===== src/rtl/cos_sin_pair_aligner.sv =====
// Buffers the cos and sin streams independently and re-pairs them in arrival
// order, emitting one AXI4-Stream beat {sin, cos} per pair with point index and end-of-line.
module cos_sin_fifo #(
  parameter int DEPTH = 16,
  parameter int W     = 16
) (
  input  logic         gclk,
  input  logic         grst_n,
  input  logic         push,
  input  logic [W-1:0] din,
  input  logic         pop,
  output logic [W-1:0] dout,
  output logic         empty,
  output logic         drop
);
  localparam int AW = $clog2(DEPTH);
  localparam logic [AW:0] FULL_C = (AW+1)'(DEPTH);

  logic [W-1:0]  mem [DEPTH];
  logic [AW-1:0] wrPtr, rdPtr;
  logic [AW:0]   cnt;
  logic          acc;

  // A pop in the same cycle frees the slot, so a full FIFO still accepts.
  assign acc   = push && ((cnt != FULL_C) || pop);
  assign drop  = push && !acc;
  assign empty = (cnt == '0);
  assign dout  = mem[rdPtr];

  always_ff @(posedge gclk or negedge grst_n) begin
    if (!grst_n) begin
      wrPtr <= '0;
      rdPtr <= '0;
      cnt   <= '0;
    end else begin
      if (acc) wrPtr <= wrPtr + 1'b1;
      if (pop) rdPtr <= rdPtr + 1'b1;
      case ({acc, pop})
        2'b10:   cnt <= cnt + 1'b1;
        2'b01:   cnt <= cnt - 1'b1;
        default: cnt <= cnt;
      endcase
    end
  end

  always_ff @(posedge gclk) begin
    if (acc) mem[wrPtr] <= din;
  end
endmodule

module cos_sin_pair_aligner #(
  parameter int POINTS_PER_LINE_P = 360,
  parameter int FIFO_DEPTH_P      = 16
) (
  input  logic        clk_i,
  input  logic        nrst_i,
  input  logic        thetaCos_valid_i,
  input  logic [15:0] thetaCos_i,
  input  logic        thetaSin_valid_i,
  input  logic [15:0] thetaSin_i,
  output logic        m_axis_tvalid_o,
  input  logic        m_axis_tready_i,
  output logic [31:0] m_axis_tdata_o,
  output logic [11:0] m_axis_tuser_o,
  output logic        m_axis_tlast_o,
  output logic        overflow_o
);
  localparam int NUM_LANES = 2;
  localparam int VEC_W     = 16;
  localparam logic [11:0] LAST_IDX = 12'(POINTS_PER_LINE_P - 1);

  logic [1:0] rstSync;
  logic       rstN;

  // Async assert, release aligned to the clock through two flops.
  always_ff @(posedge clk_i or negedge nrst_i) begin
    if (!nrst_i) rstSync <= '0;
    else         rstSync <= {rstSync[0], 1'b1};
  end
  assign rstN = rstSync[1];

  logic [NUM_LANES-1:0]            laneVld, laneEmpty, laneDrop;
  logic [NUM_LANES-1:0][VEC_W-1:0] laneDin, laneHead;
  logic                            load;
  logic [11:0]                     idx;

  // Lane 0 carries cos (X), lane 1 carries sin (Y).
  assign laneVld = {thetaSin_valid_i, thetaCos_valid_i};
  assign laneDin = {thetaSin_i, thetaCos_i};
  assign load    = !(|laneEmpty) && (!m_axis_tvalid_o || m_axis_tready_i);

  for (genvar g = 0; g < NUM_LANES; g++) begin : gLane
    cos_sin_fifo #(.DEPTH(FIFO_DEPTH_P), .W(VEC_W)) uFifo (
      .gclk   (clk_i),
      .grst_n (rstN),
      .push   (laneVld[g]),
      .din    (laneDin[g]),
      .pop    (load),
      .dout   (laneHead[g]),
      .empty  (laneEmpty[g]),
      .drop   (laneDrop[g])
    );
  end

  always_ff @(posedge clk_i or negedge rstN) begin
    if (!rstN) begin
      m_axis_tvalid_o <= 1'b0;
      m_axis_tdata_o  <= '0;
      m_axis_tuser_o  <= '0;
      m_axis_tlast_o  <= 1'b0;
      idx             <= '0;
      overflow_o      <= 1'b0;
    end else begin
      if (|laneDrop) overflow_o <= 1'b1;
      if (load) begin
        m_axis_tvalid_o <= 1'b1;
        m_axis_tdata_o  <= {laneHead[1], laneHead[0]};
        m_axis_tuser_o  <= idx;
        m_axis_tlast_o  <= (idx == LAST_IDX);
        idx             <= (idx == LAST_IDX) ? '0 : idx + 1'b1;
      end else if (m_axis_tready_i) begin
        m_axis_tvalid_o <= 1'b0;
      end
    end
  end
endmodule


===== config.mk =====
export PLATFORM = sky130hd
export DESIGN_NAME = cos_sin_pair_aligner
export DESIGN_NICKNAME = d
export VERILOG_FILES = /design/src/rtl/cos_sin_pair_aligner.sv
export SDC_FILE = /design/constraint.sdc
export NUM_CORES = 1
export LEC_CHECK = 0
export CORE_AREA = 2 2 220 222
export DETAILED_ROUTE_END_ITERATION = 12
export DIE_AREA = 0 0 222 224
export GPL_TIMING_DRIVEN = 1
export PLACE_DENSITY_LB_ADDON = 0.3
export SYNTH_ARGS = -nofsm -noshare
export SYNTH_HDL_FRONTEND = slang
export SYNTH_SLANG_ARGS = --single-unit

===== constraint.sdc =====
create_clock -name clk_i -period 3.6 [get_ports clk_i]
set_clock_uncertainty 0.2 [all_clocks]
set_input_delay 0.72 -clock clk_i [delete_from_list [all_inputs] [get_ports clk_i]]
set_output_delay 0.72 -clock clk_i [all_outputs]
set_load 0.02 [all_outputs]

==> results of run 1 <==
-- metal layers --
layer / wire length (µm) / up-vias
li1: - / 5043
met1: 21500 / 6142
met2: 23500 / 391
met3: 3570 / 71
met4: 1030 / 2
met5: 13 / -
-- through the flow --
step	power [mW]	hold WS [ns]	util, %	cell area, µm²
6_report	21.8	0.0943	58.1	27500
5_1_grt	22.8	0.0758	58.1	27500
4_1_cts	22.0	0.0638	58.1	27500
3_3_place_gp	15.8	0.140	54.1	25600
2_1_floorplan	13.5	0.131	-	23400
3_5_place_dp	15.9	0.156	54.1	25600
-- kinds of logic (layout without fill, tap and decap cells) --
family | Yosys count | in the layout | synth area share (%)
and+or+nand+nor | 205 | 205 | 4.03
xor gates and xnor gates | 27 | 27 | 1.01
DFF | 599 | 599 | 75.0
adders and majority gates | 19 | 19 | 1.08
muxes | 196 | 196 | 15.3
AOI/OAI and AO/OA | 61 | 61 | 2.21
buffers and inverters | 67 | 273 | 1.41
other | 1 | 1 | 0.0160
-- state kept, by name (all words and copies together) (netlist names) --
signal / cells
gLane.uFifo.mem: 512
m_axis_tdata_o: 32
idx: 12
m_axis_tuser_o: 12
gLane.uFifo.cnt: 10
gLane.uFifo.rdPtr: 8
gLane.uFifo.wrPtr: 8
rstSync: 2
m_axis_tlast_o: 1
m_axis_tvalid_o: 1
overflow_o: 1
-- layout make-up --
type / instances / area, µm² / share of cell area (%)
multi-input combinational: 509 / 5610 / 20.4
tap: 615 / 769 / 2.80
clock buffer: 78 / 1590 / 5.76
inverter: 11 / 41.3 / 0.150
timing repair buffer: 155 / 1610 / 5.85
sequential: 599 / 17600 / 63.9
clock inverter: 29 / 334 / 1.21
-- cells in the mapped netlist (11+ instances only) --
master	number	area (µm²)
nand3_1	18	90.1
ha_1	17	213
edfxtp_1	512	15400
inv_1	11	41.3
nand2_1	100	375
xnor2_1	26	228
nor2_1	43	161
mux4_2	128	2880
o221ai_1	32	280
buf_2	20	100
nand2b_1	15	93.8
dfrtp_1	87	2180
mux2i_1	66	661
clkbuf_1	20	75.1
-- report_power, final --
part | switching, mW | internal (mW) | total, mW
sequential | 0.891 | 8.57 | 9.46
combinational | 3.21 | 3.04 | 6.25
clock | 2.51 | 3.58 | 6.09
-- path summary, 6_finish.rpt --
kind                                       start                    end  depth (start not counted)
min reg2reg                           rstSync[0]             rstSync[1]                          0
min in group clk_i                    rstSync[0]             rstSync[1]                          0
max reg2reg                gLane[1].uFifo.cnt[1]  gLane[0].uFifo.cnt[4]                         11
max                        gLane[1].uFifo.cnt[1]  gLane[0].uFifo.cnt[4]                         11
min                                       nrst_i             rstSync[1]                          1
max in group asynchronous             rstSync[1]      m_axis_tuser_o[8]                          1
==> metrics, run 1 <==
status=complete, no violations; Ant. Diodes=0; post-synthesis sequential element count=599; maximum clock path buffer count=3; final non-filler cell total=1,996; number of CTS-inserted buffers=57; classification of the worst-slack hold path=primary input to async pin; average vias per placed instance=5.84; clock-pin transition on the worst setup and hold timing paths=0.06 ns; Root Buffer=clkbuf_16; commonest non-fill, non-tap cell in the layout=edfxtp_1; worst slew slack as a fraction of its limit=33.1%; initial core utilization=49.4%; TritonCTS clock tree=yes; I/O pin count=84; most used cell, CP=nor2_1; maximum number of pins on one net before global-route repair=58; max-cap violation count=0; initial drt markers=1,149; WL/cell=24.8 µm; number of instances in the synthesized netlist=1,175; sequential share of the synthesized area=75.0%; routability congestion estimate from global placement=0.801; unrepaired setup endpoints after global routing=false; number of H-tree levels=2; Detail Route Antenna Nets=0; critical path fanouts, max=4; via count=11,649; die area=49,700 µm²; largest vdd supply drop=0.465 mV; worst setup margin=0.575 ns; leakage dissipation=9.36 nW; final worst path period share=84.0%; global-route met1 utilization=29.3%; Max Slew Vio Count=0; fill cell total of the finished layout=3,462; Worst setup SP type=register; hold buffer count at CTS=0; post-cts repair resize count=0; delay of the slowest cell on the worst path=0.60 ns; final setup violating endpoints=0; Total Nets Final=1,389; kind of end point of the critical path=register; router iterations before antenna repair=6; setup bufs post-CTS=0; placeable core region=47,300 µm²; Cell Chain, Critical Path=or4_1, nor2_1, nor2_1, nand2_1, inv_1, ha_1, nand2b_1, a21oi_1, nand3_1, a21boi_0, o211ai_1; Placement Setup Slack=0.119 ns; layout overhead on the synthesized area=17.5%; layout cells sized above 1=25.1%; layer with the highest usage after global routing=met2; synthesis warning total=0; DRC errors left=0; signal arrival time at the worst endpoint=3.33 ns; total wire length=49.6 mm; cell area after synthesis=23,400 µm²; maximum clock frequency=331 MHz; Die W=222 µm; number of synthesized flops with an enable pin=512; total global routing overflow=0; FFs w/ async S/R, synth=14.5%; critical path required time=3.91 ns; total power divided by cell area=793 nW/µm²; count of different cell masters after synthesis=49; prevailing post-synth register cell=edfxtp_1; wire length of the first global-routing pass=74.4 mm; min cycle time layout=3.02 ns; DP Wirelength=30.4 mm; GRT Resource Usage Total=20.3%; number of instances in the placed design=1,889; met3 demand-to-capacity share in global routing=4.66%; clock latency of the later-clocked register in the worst-skew pair=0.61 ns; Port Buf Inserts=83; slack of the worst reg-to-reg path=0.58 ns; final hold viol count=0; cell type of the slowest stage on the worst timing path=or4_1; row count=80; Worst Path Class, Setup=register to register; buffers and inverters on the worst path=1; worst slew pin tran=1.00 ns; final-layout setup total negative slack=0 ns; antenna violations before repair=1; global-route track usage on met2=31.6%; Die H=224 µm; syn_nets=1,231; kind of cell adding the most delay to the critical path=simple AND/OR/NAND/NOR gates; number of global-route vias before repair=11,832; commonest cells after routing, fill and taps aside=edfxtp_1, mux4_2, nand2_1; number of clock sinks=599; mean post-synth cell area=19.9 µm²
(Power assumes the default switching activity.)
==> run 2, diff against run 1 <==
- clock period: 3.6 -> 2.8 ns (I/O delays scaled with it)
==> run 2 against run 1 <==
Sequential share of layout area fell by 1.8 points. Sequential cell count did not move. Die area did not move. Combinational power rose by 43%. Hold slack got worse by 0.023 ns. Final cell count rose by 2.9%. Critical path depth rose by 1. Largest cell class unchanged. Largest power group unchanged.
==> metrics, run 2 (synthesis gave the netlist of run 1 again) <==
global-route met1 utilization=28.1% (-1.2 points); top flop regs=gLane.uFifo.mem (512), m_axis_tdata_o (32); number of global-route vias before repair=12,332 (+4.2%); classification of the worst-slack hold path=register to async pin; maximum clock frequency=366 MHz (+11%); I/O pin count=84 (unchanged); kind of end point of the critical path=register; clock latency of the later-clocked register in the worst-skew pair=0.61 ns (about the same); status=complete, no violations; final non-filler cell total=2,053 (+2.9%); Detail Route Antenna Nets=0 (unchanged); switching share of power=29.6% (-0.70 points); placeable core region=47,300 µm² (unchanged); worst slew pin tran=0.628 ns (-0.375 ns); global-route track usage on met2=31.9% (+0.25 points); Clock Power Share=28.3% (+0.4 points); average vias per placed instance=5.73 (-1.7%); final setup violating endpoints=0 (unchanged); Root Buffer=clkbuf_16; GRT Resource Usage Total=19.7% (-0.61 points); layout overhead on the synthesized area=20.9%; row count=80 (unchanged); Net Sw Power=8.63 mW (+31%); maximum number of pins on one net before global-route repair=66 (+14%); Most flops, register=gLane.uFifo.mem; Internal Dissipation=20.5 mW (+35%); antenna violations before repair=0 (-1); total global routing overflow=0 (unchanged); min cycle time layout=2.73 ns (-0.294 ns); commonest cells after routing, fill and taps aside=edfxtp_1, mux4_2, nand2_1; number of H-tree levels=2 (unchanged); part of the power in combinational logic=30.7% (+2.0 points); worst slew slack as a fraction of its limit=58.0% (+25 points); layer with the highest usage after global routing=met2; signal arrival time at the worst endpoint=3.05 ns (-0.28 ns); power share of the sequential group=41.0% (-2.4 points); maximum clock path buffer count=3 (unchanged); Port Buf Inserts=83 (unchanged); leakage dissipation=9.75 nW (+4.2%); PnR Total Power=29.1 mW (+34%); total wire length=48.0 mm (-3.3%); number of CTS-inserted buffers=59 (+3.5%); layout cells sized above 1=29.3% (+4.2 points); WL/cell=23.4 µm (-5.9%); number of clock sinks=599 (unchanged); Total Nets Final=1,443 (+3.9%); initial core utilization=49.4% (unchanged); Die H=224 µm (unchanged); register area=17,600 µm² (about the same); number of instances in the placed design=1,935 (+2.4%); TritonCTS clock tree=yes; die area=49,700 µm² (unchanged); wire length of the first global-routing pass=73.6 mm (-1.1%); routability congestion estimate from global placement=0.765 (-4.5%); total power divided by cell area=1030 nW/µm² (+30%); Die W=222 µm (unchanged); met3 demand-to-capacity share in global routing=3.12% (-1.5 points); final hold viol count=0 (unchanged); largest vdd supply drop=0.594 mV (+28%); Max Slew Vio Count=0 (unchanged); DRC errors left=0 (unchanged); commonest non-fill, non-tap cell in the layout=edfxtp_1; DP Wirelength=30.0 mm (-1.3%); max-cap violation count=0 (unchanged); critical path fanouts, max=4 (unchanged); fill cell total of the finished layout=3,325 (-4.0%); final worst path period share=97.5% (+14 points); clock-pin transition on the worst setup and hold timing paths=0.07 ns (about the same); area of the multi-input gates=5730 µm² (+2.2%); max reg flops=512 (unchanged); router iterations before antenna repair=5 (-1); Ant. Diodes=0 (unchanged); via count=11,772 (+1.1%); Worst Path Class, Setup=register to register; initial drt markers=1,098 (-4.4%); Worst setup SP type=register; critical path required time=3.12 ns (-0.79 ns)
==> run 2: cell types whose count changed in the layout (fill, tap and decap cells not counted), moves of 5 or more <==
cell	before	now
nor2_1	11	5
buf_4	53	92
nor2_2	32	37
clkbuf_1	13	18
buf_12	19	30
==> run 2: power by group through the flow <==
| stage | clock (mW) | combinational, mW | sequential, mW |
|---|---|---|---|
| final | 8.25 | 8.94 | 11.9 |
| after global routing | 8.73 | 9.61 | 12.1 |
| after CTS | 8.40 | 8.84 | 12.0 |
| after detailed placement | 0 | 8.78 | 12.1 |
| after global placement | 0 | 8.67 | 12.1 |
| after floorplan | 0 | 5.45 | 12.0 |
==> run 2: repair_timing <==
item,in CTS,in global routing
endpoints found under the setup margin,4,4
pin swaps,0,11
hold endpoints to repair,2,0
setup buffers,0,5
hold buffers,1,0
gates resized for setup,3,23
==> run 2: critical path: stages (launching register included) <==
cell      delay, ns
dfrtp_1        0.38
or4_4          0.59
o21ai_4        0.20
buf_6          0.12
nor2_2         0.03
nand2_2        0.08
inv_2          0.08
ha_4           0.29
nand2b_4       0.06
a21oi_4        0.19
nand3_2        0.10
a21boi_2       0.15
o211ai_1       0.17
==> run 2: per-layer routing <==
metal,vias to the layer above,routed length (µm)
met5,-,0
met4,0,1120
met3,78,2370
met2,332,23400
met1,6197,21100
li1,5165,-
==> run 2: stage by stage <==
stage / cell area (µm²) / TNS (ns) / worst slack, ns / util [%] / hold slack (ns)
global placement: 26100 / -27.40 / -0.341 / 55.1 / 0.0970
global route: 28300 / -0.0261 / -0.0261 / 59.8 / 0.0947
finish: 28300 / 0 / 0.0689 / 59.8 / 0.0718
floorplan: 23400 / 0 / 0.0145 / - / 0.0644
CTS: 28200 / 0 / 0.00571 / 59.5 / 0.0899
detailed placement: 26100 / -36.30 / -0.394 / 55.1 / 0.0967
==> run 2: worst paths after layout <==
path | startpoint | to | slack, ns | cells after the start
min in group clk_i | rstSync[0] | rstSync[1] | 0.15 | 0
min | rstSync[1] | m_axis_tdata_o[7] | 0.07 | 0
max | gLane[0].uFifo.cnt[2] | gLane[0].uFifo.cnt[4] | 0.07 | 12
max reg2reg | gLane[0].uFifo.cnt[2] | gLane[0].uFifo.cnt[4] | 0.07 | 12
min reg2reg | rstSync[1] | m_axis_tdata_o[7] | 0.07 | 0
max in group asynchronous | rstSync[1] | m_axis_tdata_o[30] | 1.65 | 1
==> run 2: area by class of cell <==
| class | instances | share of cell area (%) |
|---|---|---|
| clock buffer | 85 | 5.88 |
| multi-input combinational | 509 | 20.2 |
| clock inverter | 27 | 1.37 |
| timing repair buffer | 207 | 7.57 |
| tap | 615 | 2.72 |
| inverter | 11 | 0.146 |
| sequential | 599 | 62.1 |
==> run 3, diff against run 2 <==
- DONT_BUFFER_PORTS: default -> 1
- PLACE_DENSITY_LB_ADDON: 0.3 -> default
==> run 3 against run 2 <==
Register-to-register slack hardly changed. Wire length increased by 2.6%. Power down 4.1%. Fmax down 0.42%. Clock-buffer cell count is 1 higher. Largest cell class unchanged. Largest power group unchanged.
==> metrics, run 3 (synthesis gave the netlist of run 1 again) <==
I/O pin count=84 (unchanged); number of instances in the placed design=1,834 (-5.2%); number of global-route vias before repair=11,802 (-4.3%); layout overhead on the synthesized area=17.6%; Ant. Diodes=0 (unchanged); via count=11,386 (-3.3%); endpoint of the worst hold path=gLane[1].uFifo.cnt[2]; commonest cells after routing, fill and taps aside=edfxtp_1, mux4_2, nand2_1; wire length of the first global-routing pass=74.2 mm (+0.78%); final worst path period share=98.0% (+0.42 points); fill cell total of the finished layout=3,531 (+6.2%); min cycle time layout=2.74 ns (+0.0116 ns); initial core utilization=49.4% (unchanged); number of clock sinks=599 (unchanged); antenna violations before repair=1 (+1); final hold viol count=0 (unchanged); slack of the worst reg-to-reg path=0.06 ns (about the same); routability congestion estimate from global placement=0.749 (-2.1%); delay of the slowest cell on the worst path=0.59 ns (about the same); layout cells sized above 1=28.4% (-0.99 points); Root Buffer=clkbuf_16; final setup violating endpoints=0 (unchanged); Crit Reg-Reg Endpoint=gLane[1].uFifo.cnt[3]; critical path required time=3.09 ns (-0.03 ns); maximum clock path buffer count=3 (unchanged); DP Wirelength=29.7 mm (-0.98%); Max Slew Vio Count=0 (unchanged); worst slew slack as a fraction of its limit=31.6% (-26 points); maximum clock frequency=365 MHz (-0.42%); clock-pin transition on the worst setup and hold timing paths=0.06 ns (about the same); critical path fanouts, max=3 (-1); HP Start=thetaSin_valid_i; initial drt markers=1,091 (-0.64%); max-cap violation count=0 (unchanged); number of H-tree levels=2 (unchanged); die area=49,700 µm² (unchanged); top flop regs=gLane.uFifo.mem (512), m_axis_tdata_o (32); Die H=224 µm (unchanged); Cell Chain, Critical Path=or4_4, o21ai_4, or3_4, inv_2, buf_4, ha_1, a21o_1, a21oi_2, xnor2_1, mux2_4; classification of the worst-slack hold path=primary input to register; reg2reg start=gLane[0].uFifo.cnt[2]; number of CTS-inserted buffers=59 (unchanged); Worst Path Class, Setup=register to register; DRC errors left=0 (unchanged); placeable core region=47,300 µm² (unchanged); average vias per placed instance=5.73 (about the same); Die W=222 µm (unchanged); Port Buf Inserts=0 (-100%); largest vdd supply drop=0.532 mV (-10%); kind of cell adding the most delay to the critical path=simple AND/OR/NAND/NOR gates; unrepaired setup endpoints after global routing=true; row count=80 (unchanged); count of cells along the worst hold path=2; max reg flops=512 (unchanged); Detail Route Antenna Nets=0 (unchanged); maximum number of pins on one net before global-route repair=54 (-18%); total global routing overflow=0 (unchanged); cell type of the slowest stage on the worst timing path=or4_4; commonest non-fill, non-tap cell in the layout=edfxtp_1; buffers and inverters on the worst path=2 (unchanged); TritonCTS clock tree=yes; GRT Resource Usage Total=20.2% (+0.54 points); WL/cell=24.8 µm (+6.0%); Final Cell Area=27,500 µm² (-2.7%); clock latency of the later-clocked register in the worst-skew pair=0.61 ns (about the same); signal arrival time at the worst endpoint=3.04 ns (about the same); dpl cell area=25,100 µm² (-3.7%); kind of end point of the critical path=register; total wire length=49.2 mm (+2.6%); final non-filler cell total=1,987 (-3.2%); Total Nets Final=1,378 (-4.5%); beginning of the critical path=gLane[0].uFifo.cnt[2]; status=complete, no violations; number of cells on the worst reg-to-reg path=10 (-2); total power divided by cell area=1010 nW/µm² (-1.4%); leakage dissipation=9.41 nW (-3.4%); Most flops, register=gLane.uFifo.mem; Worst setup SP type=register; router iterations before antenna repair=5 (unchanged); worst slew pin tran=1.02 ns (+0.397 ns)
-- run 3: changes by cell type in the layout (fill, tap and decap cells not counted), sizes merged --
cell,delta
clkbuf,+1
inv,-1
clkdlybuf4s50,-83
buf,-18
bufinv,-4
dlygate4sd3,+36
clkinvlp,-2
clkinv,+5
-- run 3: metrics by stage --
step | TNS (ns) | hold WS [ns] | setup slack, ns | power [mW] | utilization (%)
finish | 0 | 0.0369 | 0.0573 | 27.9 | 58.2
global route | -0.0807 | 0.0194 | -0.0360 | 29.2 | 58.2
CTS | 0 | 0.0142 | 0.0199 | 28.1 | 57.9
detailed placement | -0.125 | 0.0645 | -0.0884 | 20.1 | 53.0
global placement | 0 | 0.0645 | 0.0321 | 20.0 | 53.0
floorplan | 0 | 0.0644 | 0.0145 | 17.4 | -
-- run 3: routing by layer --
layer / vias to the layer above / global-route usage [%] / share of wire, %
li1: 5034 / - / -
met3: 71 / 3.69 / 5.6
met5: - / 0 / 0.026
met4: 2 / 5.75 / 1.9
met2: 317 / 31.2 / 47
met1: 5962 / 29.9 / 46
-- run 3: how the worst max path moves through the flow --
stage	end	cells past startpoint	slack, ns
detailed placement	gLane[0].uFifo.cnt[4]	11	-0.09
floorplan	gLane[0].uFifo.mem[12][0]	5	0.01
CTS	gLane[1].uFifo.cnt[4]	11	0.02
global placement	gLane[1].uFifo.cnt[4]	11	0.03
global route	gLane[1].uFifo.cnt[4]	11	-0.04
finish	gLane[1].uFifo.cnt[3]	10	0.06
-- run 3: power by group --
| group | switching [mW] | internal (mW) | leakage (nW) |
|---|---|---|---|
| Sequential | 1.39 | 11.0 | 5.70 |
| Clock | 3.23 | 4.62 | 0.958 |
| Combinational | 3.80 | 3.88 | 2.76 |
| Total | 8.42 | 19.5 | 9.41 |
-- run 3: worst reg2reg max path: stages (launching register included) --
cell,delay (ns)
dfrtp_1,0.38
or4_4,0.59
o21ai_4,0.19
or3_4,0.16
inv_2,0.06
buf_4,0.13
ha_1,0.27
a21o_1,0.19
a21oi_2,0.13
xnor2_1,0.07
mux2_4,0.25
-- run 3: area by class of cell --
type / instances / area (µm²) / area share [%]
clock buffers: 86 / 1680 / 6.11
inverters: 11 / 41.3 / 0.150
clock inverters: 25 / 263 / 0.954
flip-flops and latches: 599 / 17600 / 63.8
multi-input cells: 509 / 5680 / 20.6
repair buffers: 142 / 1530 / 5.57
well taps: 615 / 769 / 2.79
-- run 3: timing repair --
action	in CTS	in global routing
pin swaps	0	7
hold endpoints to repair	520	0
setup buffers	0	5
endpoints found under the setup margin	3	4
hold buffers	37	0
gates resized for setup	2	12
